--- src/rtl/dram_arbiter.sv ---
// dram_arbiter: shares the single-port data RAM between the CPU load/store
// path (priority) and one external requester. The ext port is force-granted
// after MAX_WAIT consecutive blocked cycles, stalling the CPU for that cycle.
// Optional build macro DRAM_ARB_PERF_EN adds 16-bit saturating perf counters.
module dram_arbiter #(
    parameter int AW       = 14,
    parameter int DW       = 32,
    parameter int MAX_WAIT = 4
) (
    input  logic          clk,
    input  logic          rst_n,
    input  logic          cpu_req,
    input  logic          cpu_we,
    input  logic [AW-1:0] cpu_addr,
    input  logic [DW-1:0] cpu_wdata,
    output logic [DW-1:0] cpu_rdata,
    output logic          cpu_stall,
    input  logic          ext_req,
    input  logic          ext_we,
    input  logic [AW-1:0] ext_addr,
    input  logic [DW-1:0] ext_wdata,
    output logic          ext_ack,
    output logic [DW-1:0] ext_rdata,
    output logic [AW-1:0] mem_a,
    output logic          mem_we,
    output logic [DW-1:0] mem_d,
    input  logic [DW-1:0] mem_spo,
    output logic [15:0]   perf_stall,
    output logic [15:0]   perf_ext
);
    typedef enum logic [1:0] {S_IDLE, S_WAIT, S_ACK} state_t;

    typedef struct packed {
        logic [AW-1:0] a;
        logic          we;
        logic [DW-1:0] d;
    } mem_req_t;

    localparam logic [7:0] WMAX = 8'(MAX_WAIT);

    state_t     state, state_nxt;
    logic [7:0] wcnt;
    logic       grant_ext;
    mem_req_t   cpu_side, ext_side, sel;

    // ACK is a one-cycle turnaround: ext_req is ignored there so a held
    // request cannot be granted twice in a row.
    always_comb begin
        grant_ext = ext_req && (state != S_ACK) && (!cpu_req || wcnt == WMAX);
        cpu_side  = {cpu_addr, cpu_we & cpu_req, cpu_wdata};
        ext_side  = {ext_addr, ext_we, ext_wdata};
        sel       = grant_ext ? ext_side : cpu_side;
        mem_a     = sel.a;
        mem_we    = sel.we & rst_n;
        mem_d     = sel.d;
        cpu_rdata = mem_spo;
        cpu_stall = cpu_req & grant_ext;
    end

    // Next-state logic.
    always_comb begin
        state_nxt = state;
        case (state)
            S_IDLE, S_WAIT: begin
                if (grant_ext)    state_nxt = S_ACK;
                else if (ext_req) state_nxt = S_WAIT;
                else              state_nxt = S_IDLE;
            end
            S_ACK:   state_nxt = S_IDLE;
            default: state_nxt = S_IDLE;
        endcase
    end

    // State register.
    always_ff @(posedge clk or negedge rst_n) begin
        if (!rst_n) state <= S_IDLE;
        else        state <= state_nxt;
    end

    // Blocked-cycle counter; any grant, ACK or dropped request clears it.
    always_ff @(posedge clk or negedge rst_n) begin
        if (!rst_n)
            wcnt <= '0;
        else if (state != S_ACK && ext_req && !grant_ext)
            wcnt <= (wcnt == WMAX) ? wcnt : wcnt + 8'd1;
        else
            wcnt <= '0;
    end

    // Ack pulse and read capture; a granted write returns the pre-write data.
    always_ff @(posedge clk or negedge rst_n) begin
        if (!rst_n) begin
            ext_ack   <= 1'b0;
            ext_rdata <= '0;
        end else begin
            ext_ack <= grant_ext;
            if (grant_ext) ext_rdata <= mem_spo;
        end
    end

`ifdef DRAM_ARB_PERF_EN
    logic [15:0] pstall_q, pext_q;

    // Saturating stall / ext-grant counters, cleared only by reset.
    always_ff @(posedge clk or negedge rst_n) begin
        if (!rst_n) begin
            pstall_q <= '0;
            pext_q   <= '0;
        end else begin
            if (cpu_stall && pstall_q != 16'hFFFF) pstall_q <= pstall_q + 16'd1;
            if (grant_ext && pext_q   != 16'hFFFF) pext_q   <= pext_q + 16'd1;
        end
    end

    assign perf_stall = pstall_q;
    assign perf_ext   = pext_q;
`else
    assign perf_stall = 16'h0;
    assign perf_ext   = 16'h0;
`endif

endmodule

--- config.mk ---
export PLATFORM = sky130hd
export DESIGN_NAME = dram_arbiter
export DESIGN_NICKNAME = d
export VERILOG_FILES = /design/src/rtl/dram_arbiter.sv
export SDC_FILE = /design/constraint.sdc
export NUM_CORES = 1
export LEC_CHECK = 0
export BUFFER_PORTS_ARGS = -buffer_cell sky130_fd_sc_hd__buf_2
export CORE_AREA = 3 3 105 107
export DETAILED_ROUTE_END_ITERATION = 8
export DIE_AREA = 0 0 108 110
export PLACE_DENSITY_LB_ADDON = 0.3
export SETUP_SLACK_MARGIN = 0.2
export SLEW_MARGIN = 30
export SYNTH_ARGS = -nofsm -noshare
export SYNTH_HDL_FRONTEND = slang
export SYNTH_SLANG_ARGS = --single-unit
--- constraint.sdc ---
create_clock -name clk -period 4.9 [get_ports clk]
set_input_delay 1.47 -clock clk [delete_from_list [all_inputs] [get_ports clk]]
set_output_delay 1.47 -clock clk [all_outputs]
set_load 0.005 [all_outputs]
==> reports/metrics.cfg <==
[critical_path]
critPathMaxStageDelay_ns = 0.52
worst-endpoint-required_ns = 3.43
crit_top_cell = buf_2
worstSetupPathType = input pin to output pin
critPathArrivalTime_ns = 2.98
path_cells = buf_2 > a21boi_1 > nand2_4 > buf_4 > mux2_2 > buf_2
critPathSlowestCell = buf_4
crit_fanout = 49
end_kind = output pin
crit_path_start_kind = input pin
startpoint = ext_req
r2r-start = wcnt[0]

[global_route]
grt_max_degree = 50
overflow = 0
antenna_found_initial = 0
grt_pass1_wl_um = 10300
grt_usage_pct = 10.8
grt_pass1_vias = 2083

[sta]
maxSlewHeadroom_pct = 56.6
fin_crit_ns = 4.45
finClkSkew_ns = 0.00569
rsz0062_at_grt = false
slew_viol_final = 0
fmax_ghz = 0.225
setup_viol = 0
worstMarginPinSlew_ns = 0.651
hold_viol = 0
period_share_pct = 90.9
fin_setup_tns_ns = 0
hold_slack_ns = 0.505

[layout]
fin_nets = 581
antennaDiodeCount = 0
final_cells = 586
utilization_pct = 38.4
area_growth_pct = 40.8
drive_gt1_share_pct = 74.4

[routing]
vias = 2315
antenna_left = 0
viasPerCell = 3.95
drc_errors = 0
dr_wl_met2_um = 4060
wirelength_met1_um = 3040
dr_wl_met3_um = 627
wl_per_cell_um = 13.2
drt-total-wl_um = 7760
dr.pass1.iters = 4
top_layer_used = met4
drt-initial-drc-count = 64

[clocking]
cts.sinks = 43
cts_hold_buffers = 0
post-cts-setup-buffer-count = 0
cts-buffers-inserted = 5
clk_pin_slew_ns = 0.09
worstSkewPairLatency_ns = 0.30
cts_resized = 0
cts_buffer_depth = 2
htreeDepth = 2
cts_root_buf = clkbuf_8
cts_tree = done

[synthesis]
ys_warn_count = 0
ys_seq_area_share_pct = 38.6
synth_seq_cells = 43
synth_area_per_cell_um2 = 11.8
synthTopCellsByArea = dfrtp_1 39%, mux2_2 28%, buf_4 17%, mux2_4 4.8%, nor2_1 1.5%
postSynthCellCount = 237
synth_top_area_share_pct = 38.6
synth_area_leader_cell = dfrtp_1
synth_area_um2 = 2790
ys_types = 25

[power_and_ir_drop]
p_leak_nw = 2.16
fin_total_pwr_w = 0.00104
ir_worst_vdd_v = 0.000101
p_per_area_nw_per_um2 = 266

[die]
die_w_um = 108
dieArea_um2 = 11900
start_util_pct = 27.2
io_pins = 275
die_h_um = 110
coreArea_um2 = 10200
rows = 37

[placed_design]
routabilityCongestion = 0.714
portBuffers = 242
dp_cells = 578
dp_hpwl_um = 6490

[worst_hold_path]
worstHoldStart = ext_rdata[26]
worstHoldPathType = flip-flop to flip-flop

[run_status]
status = finished clean

[run]
drv_cap = 0

-- metal layers --
metal  up-vias  track usage, %
li1       1131               -
met1      1063            13.9
met2       116            19.0
met3         5            2.21
met4         0            1.89
met5         -               0
-- path summary, 6_finish.rpt --
check	slack, ns	depth (start not counted)	to
worst max-delay path	0.45	6	mem_d[21]
worst min-delay path	0.51	1	ext_rdata[26]
worst max register to register	2.48	8	ext_rdata[24]
worst min register to register	0.51	1	ext_rdata[26]
max in group asynchronous	3.09	2	ext_rdata[22]
min in group asynchronous	1.09	1	wcnt[4]
-- logic make-up after synthesis --
family,after synthesis,share of synthesized area [%]
muxes,78,32.7
buffers and inverters,76,19.7
DFF,43,38.6
and+or+nand+nor,26,4.71
xor gates and xnor gates,6,1.89
AOI/OAI and AO/OA,5,1.39
adders and majority gates,2,0.898
other,1,0.135
-- stage by stage --
| step | instance area [um2] | setup WS (ns) |
|---|---|---|
| floorplan | 2900 | 0.918 |
| global placement | 3790 | 0.473 |
| detailed placement | 3790 | 0.438 |
| CTS | 3920 | 0.436 |
| global route | 3920 | 0.372 |
| finish | 3920 | 0.447 |
-- sequential cells by signal, indices dropped and copies added (netlist names) --
name	cells
state	2
wcnt	8
ext_rdata	32
ext_ack	1
-- final cells by class --
cell class	count	area, um2
inverter	4	15.0
sequential	43	1080
multi-input combinational	149	1280
tap	136	170
timing repair buffer	246	1240
clock buffer	5	68.8
fill	1046	6310
clock inverter	3	67.6
-- Yosys cell counts --
cell type / n
nand2b_1: 1
inv_1: 4
o21ai_2: 1
nand2_1: 1
nand3_1: 6
nor2_1: 11
nand2_2: 1
mux2_4: 9
or4_4: 1
xnor2_1: 2
dfrtp_1: 43
o21a_1: 1
a21boi_1: 1
buf_4: 64
a41o_1: 1
nand4_1: 1
a21oi_1: 1
buf_2: 6
mux2_2: 69
xor2_1: 4
conb_1: 1
and3_1: 3
ha_1: 2
buf_6: 2
nand3b_1: 1
-- power breakdown --
part / switching (W) / total (W) / internal (W)
clock: 0.000131 / 0.000335 / 0.000203
sequential: 0.0000216 / 0.000425 / 0.000403
combinational: 0.000115 / 0.000284 / 0.000169
total: 0.000268 / 0.00104 / 0.000776
-- layout by cell type, fill, tap and decap left out, drive strengths merged --
cell type,Yosys,final
clkbuf,0,5
nor2,11,11
nand3,6,6
buf,72,246
nand2,2,2
mux2,78,78
o21ai,1,1
nand2b,1,1
clkinvlp,0,1
o21a,1,1
and3,3,3
xnor2,2,2
nand4,1,1
dfrtp,43,43
a21boi,1,1
nand3b,1,1
inv,4,4
or4,1,1
a21oi,1,1
conb,1,32
ha,2,2
a41o,1,1
bufinv,0,2
xor2,4,4
-- critical path, delay by kind of cell --
family / cells / cell delay, ns
buf+inv: 3 / 0.76
compound gates: 1 / 0.19
simple gates: 1 / 0.11
mux: 1 / 0.43
(Power assumes the default switching activity.)
